File: src/rtl/mdio_master.sv
// mdio_master: clause-22 MDIO management master; one read or write frame per accepted command,
// MDC divided from CLK, MDIO launched on MDC falls and sampled on MDC rises.
module mdio_master #(
   parameter int CLK_DIV = 10,
   parameter int PRE_LEN = 32
) (
   input  logic        CLK,
   input  logic        RST,
   input  logic        CMD_VALID,
   output logic        CMD_READY,
   input  logic        CMD_WR,
   input  logic [4:0]  CMD_PHYADR,
   input  logic [4:0]  CMD_REGADR,
   input  logic [15:0] CMD_WDATA,
   output logic        RSP_VALID,
   output logic [15:0] RSP_RDATA,
   output logic        BUSY,
   output logic        MDC,
   input  logic        MDIO_I,
   output logic        MDIO_O,
   output logic        MDIO_T
);
   typedef enum logic [3:0] {IDLE, PRE, ST, OP, PA, RA, TA, DATA, DONE} state_t;
   state_t state, nstate, succ;
   logic [7:0] div;
   logic [5:0] cnt, ncnt;
   logic tick, fall, rise, pend, wr, drv;
   logic [4:0] pa, ra;
   logic [15:0] wd, sh, fv;

   assign tick = div == 8'(CLK_DIV - 1);
   assign fall = tick && MDC;
   assign rise = tick && !MDC;
   assign CMD_READY = state == IDLE && !pend && !RSP_VALID && !RST;
   assign BUSY = pend || state != IDLE;
   assign succ = state_t'(state + 4'd1);

   // cnt holds the index of the field bit currently on the wire, counting down to 0
   always_comb begin
      nstate = state;
      ncnt = cnt;
      case (state)
         IDLE: if (fall && pend) begin
            nstate = PRE;
            ncnt = 6'(PRE_LEN - 1);
         end
         PRE, ST, OP, PA, RA, TA: if (fall) begin
            if (cnt == 6'd0) begin
               nstate = succ;
               ncnt = succ == PA || succ == RA ? 6'd4 : succ == DATA ? 6'd15 : 6'd1;
            end else ncnt = cnt - 6'd1;
         end
         DATA: if (fall && cnt != 6'd0) ncnt = cnt - 6'd1;
            else if (rise && cnt == 6'd0) begin
               nstate = DONE;
               ncnt = 6'd0;
            end
         DONE: if (fall) nstate = IDLE;
         default: nstate = IDLE;
      endcase
   end

   // bit pattern of the field being entered, indexed by the next counter value
   assign fv = nstate == ST ? 16'h0001 : nstate == OP ? (wr ? 16'h0001 : 16'h0002) :
               nstate == PA ? {11'd0, pa} : nstate == RA ? {11'd0, ra} :
               nstate == TA ? 16'h0002 : nstate == DATA ? wd : 16'hFFFF;
   assign drv = nstate inside {PRE, ST, OP, PA, RA} || (wr && (nstate == TA || nstate == DATA));

   always_ff @(posedge CLK) begin
      if (RST) begin
         state <= IDLE;
         cnt <= '0;
      end else begin
         state <= nstate;
         cnt <= ncnt;
      end
   end

   always_ff @(posedge CLK) begin
      if (RST) begin
         div <= '0;
         MDC <= 1'b0;
         MDIO_O <= 1'b1;
         MDIO_T <= 1'b1;
         RSP_VALID <= 1'b0;
         RSP_RDATA <= '0;
         pend <= 1'b0;
      end else begin
         div <= tick ? 8'd0 : div + 8'd1;
         MDC <= MDC ^ tick;
         RSP_VALID <= fall && state == DONE;
         if (CMD_VALID && CMD_READY) begin
            pend <= 1'b1;
            wr <= CMD_WR;
            pa <= CMD_PHYADR;
            ra <= CMD_REGADR;
            wd <= CMD_WDATA;
         end else if (state == IDLE && nstate == PRE) pend <= 1'b0;
         if (fall) begin
            MDIO_O <= !drv || fv[ncnt[3:0]];
            MDIO_T <= !drv;
         end
         if (rise && state == DATA && !wr) sh <= {sh[14:0], MDIO_I};
         if (fall && state == DONE && !wr) RSP_RDATA <= sh;
      end
   end
endmodule

File: config.mk
export PLATFORM = sky130hd
export DESIGN_NAME = mdio_master
export DESIGN_NICKNAME = d
export VERILOG_FILES = /design/src/rtl/mdio_master.sv
export SDC_FILE = /design/constraint.sdc
export NUM_CORES = 1
export LEC_CHECK = 0
export ABC_AREA = 0
export BUFFER_PORTS_ARGS = -buffer_cell sky130_fd_sc_hd__buf_2
export CAP_MARGIN = 20
export CORE_ASPECT_RATIO = 1.4
export CORE_UTILIZATION = 40
export CTS_CLUSTER_SIZE = 24
export DETAILED_ROUTE_END_ITERATION = 10
export GPL_TIMING_DRIVEN = 0
export PLACE_DENSITY = 0.56
export SYNTH_ARGS = -nofsm -noshare
export SYNTH_HDL_FRONTEND = slang
export SYNTH_SLANG_ARGS = --single-unit
export TNS_END_PERCENT = 5
File: constraint.sdc
create_clock -name CLK -period 4.64 [get_ports CLK]
set_input_delay 0 -clock CLK [delete_from_list [all_inputs] [get_ports CLK]]
set_output_delay 0 -clock CLK [all_outputs]
set_load 0.02 [all_outputs]
==> flow_metrics.env <==
export IMPL_drt_vias_per_instance=5.22
export IMPL_final_nets=489
export IMPL_synth_area_sq_um=3790
export IMPL_cts_hold_buf=28
export IMPL_wl_per_cell_um=14.7
export IMPL_cap_violations=0
export IMPL_syn_area_per_cell_sq_um=10.7
export IMPL_crit_fanout=10
export IMPL_ant_nets=0
export IMPL_drt_iter0_markers=162
export IMPL_clockBufferDepth=2
export IMPL_crit_type="register to register"
export IMPL_synth_cell_type_count=68
export IMPL_fmax_mhz=278
export IMPL_cts_sinks=82
export IMPL_violations="DRC"
export IMPL_yosysSeqAreaShare_pct=54.6
export IMPL_synth_ff_type="edfxtp_1"
export IMPL_antennaDiodeCount=0
export IMPL_ioPinCount=53
export IMPL_dieArea_sq_um=9880
export IMPL_gp_congestion=0.833
export IMPL_clk_pin_slew_ns=0.06
export IMPL_dieHeight_um=117
export IMPL_post_route_drc_count=4
export IMPL_ys_ff_latch=82
export IMPL_rsz0062_at_grt="no"
export IMPL_outcome="finished with violations"
export IMPL_drt_first_pass_iters=7
export IMPL_htreeDepth=3
export IMPL_finalHoldViolCount=0
export IMPL_power_density_nw_per_um2=325
export IMPL_synth_edf_count=43
export IMPL_skew_ns=0.00631
export IMPL_grt_pass1_wl_um=13400
export IMPL_synth_area_top_cells="edfxtp_1, dfxtp_1, nand2_1"
export IMPL_syn_to_final_growth_pct=26.9
export IMPL_finalCritPeriodShare_pct=77.4
export IMPL_end_kind="register"
export IMPL_clockRootBuffer="clkbuf_16"
export IMPL_track_usage_pct=17.7
export IMPL_cts_buffers=9
export IMPL_crit_top_cell="a211oi_2"
export IMPL_overflow=0
export IMPL_dp_cells=514
export IMPL_antenna_found_initial=0
export IMPL_slowest_delay_ns=0.53
export IMPL_grt_max_degree=25
export IMPL_syn_nets=396
export IMPL_portBuffers=52
export IMPL_drive_gt1_share_pct=22.4
export IMPL_synth_top_cell_by_area="edfxtp_1"
export IMPL_postCtsSetupBuffers=0
export IMPL_arrival_ns=3.82
export IMPL_drv_slew=0
export IMPL_start_util_pct=41.5
export IMPL_syn_inst=353
export IMPL_grt_pass1_vias=2868
export IMPL_async_flop_share_pct=0
export IMPL_max_slew_worst_pin_slew_ns=0.854
export IMPL_yosysWarnings=0
export IMPL_wl_um=8180
export IMPL_finalSetupTns_ns=0
export IMPL_critPathSlowestCell="dfxtp_1"
export IMPL_placement_cell_area_sq_um=4230
export IMPL_relSlewSlack_pct=42.5
export IMPL_period_minus_slack_ns=3.59
export IMPL_final_area_sq_um=4820
export IMPL_cp_start_kind="register"
export IMPL_cts_tree="done"
export IMPL_required_ns=4.87
export IMPL_hp_class="input pin to register"
export IMPL_instances_no_fill=558
export IMPL_insertion_delay_ns=0.33
export IMPL_crit_chain="inv_1, ha_1, a211oi_2, a21oi_1, a21o_1, a211oi_2, mux2_1, a221o_1, mux2i_1, nor4b_1, o32a_1"
export IMPL_num_vias=2913
export IMPL_dp_final_hpwl_um=5870
export IMPL_die_w_um=84.3
export IMPL_core_area_sq_um=9130
export IMPL_setup_viol=0
export IMPL_power_leakage_nw=1.89
export IMPL_vdd_drop_max_v=0.000234
export IMPL_fp_row_count=41
export IMPL_yosys_area_top_type_share_pct=34.0
export IMPL_cts_resized=0
## sequential cells by signal, indices dropped and copies added (netlist names), 4 cells and up
signal     flops
cnt            6
div            8
state          4
sh            16
wd            16
pa             5
RSP_RDATA     16
ra             5
## cell usage in the layout (no fill, tap or decap), types with 2 or more instances in the layout
cell type / synthesis / final
clkbuf_1: 7 / 8
and2_1: 3 / 3
buf_6: 1 / 2
o21ai_0: 6 / 6
ha_1: 12 / 12
clkbuf_16: 0 / 9
edfxtp_1: 43 / 43
mux2_2: 3 / 3
nor4_1: 4 / 4
a21o_1: 4 / 4
or4_1: 3 / 3
xor2_1: 5 / 5
nand2b_1: 5 / 5
nand4_1: 2 / 2
or2_2: 3 / 3
nor3b_1: 4 / 4
a211oi_2: 2 / 2
nand3b_1: 2 / 2
a211oi_1: 7 / 7
o32a_1: 2 / 2
dfxtp_1: 39 / 39
nor4b_1: 2 / 2
dlygate4sd3_1: 0 / 28
buf_2: 6 / 58
and3_1: 4 / 4
nor2b_1: 2 / 2
a21oi_1: 23 / 23
mux2i_1: 5 / 5
nor3_1: 8 / 7
nor2_1: 30 / 30
inv_1: 12 / 12
a221o_1: 3 / 3
xnor2_1: 2 / 2
nand3_1: 13 / 13
o21ai_1: 2 / 2
nand2_1: 49 / 49
o311ai_0: 2 / 2
## stage by stage
step	hold WS [ns]	power, mW	setup WS [ns]	utilization [%]
6_report	0.0629	1.57	1.05	52.7
5_1_grt	0.0907	1.62	0.805	52.7
4_1_cts	0.0618	1.58	1.05	52.7
3_5_place_dp	0.178	0.848	1.08	46.3
3_3_place_gp	0.176	0.843	1.07	45.9
2_1_floorplan	0.0936	0.820	1.44	-
## layout make-up
| cell class | count | area [sq um] |
|---|---|---|
| repair buffers | 82 | 579 |
| clock buffers | 11 | 243 |
| fillers | 861 | 4320 |
| multi-input cells | 243 | 1600 |
| flip-flops and latches | 82 | 2070 |
| clock inverters | 5 | 61.3 |
| plain buffers | 16 | 80.1 |
| inverters | 12 | 45.0 |
| well taps | 107 | 134 |
## worst paths after layout
kind	from	endpoint	slack, ns	cells past startpoint
worst max-delay path	state[0]$_SDFF_PP0_	MDIO_O$_SDFFE_PP1P_	1.05	11
worst min-delay path	RST	cnt[3]$_SDFF_PP0_	0.06	3
worst max register to register	state[0]$_SDFF_PP0_	MDIO_O$_SDFFE_PP1P_	1.05	11
worst min register to register	RSP_RDATA[9]$_SDFFE_PP0P_	RSP_RDATA[9]$_SDFFE_PP0P_	0.45	2
## cell families (layout without fill, tap and decap cells)
kind of cell | count (synthesis) | count (layout) | share of synthesized area, %
adders and majority gates | 12 | 12 | 3.96
muxes | 10 | 10 | 3.10
buffers and inverters | 28 | 126 | 3.30
xor gates and xnor gates | 7 | 7 | 1.62
DFF | 82 | 82 | 54.6
and+or+nand+nor | 141 | 141 | 18.2
AOI/OAI and AO/OA | 73 | 73 | 15.2
## routing by layer
metal / vias to the layer above / GRT usage, % / part of all wire, %
met4: 0 / 7.47 / 2.1
li1: 1476 / - / -
met1: 1370 / 19.7 / 41
met3: 14 / 3.51 / 3.0
met2: 53 / 33.2 / 54
met5: - / 0 / 0
## worst max-delay path, delay by kind of cell (launching register included)
kind | cells | cell delay (ns)
AOI/OAI and AO/OA | 6 | 1.86
and+or+nand+nor | 1 | 0.08
DFF | 1 | 0.53
muxes | 2 | 0.57
buffers and inverters | 1 | 0.16
adders and majority gates | 1 | 0.29
## synthesized netlist by cell type, drive strengths merged, types with 3 or more instances
cell type / count
nand2: 50
edfxtp: 43
dfxtp: 39
nor2: 31
a21oi: 23
nand3: 13
ha: 12
inv: 12
a211oi: 9
o21ai: 9
buf: 8
clkbuf: 8
nor3: 8
mux2i: 5
nand2b: 5
nor3b: 5
xor2: 5
a21o: 4
and3: 4
mux2: 4
nor4: 4
a221o: 3
and2: 3
or2: 3
or4: 3
## power breakdown
group          leakage [nW]  switching [mW]  internal [mW]
Sequential            0.709         0.00713          0.777
Combinational          1.03          0.0288         0.0366
Clock                 0.152           0.280          0.435
Power figures use the tool's default switching activity.
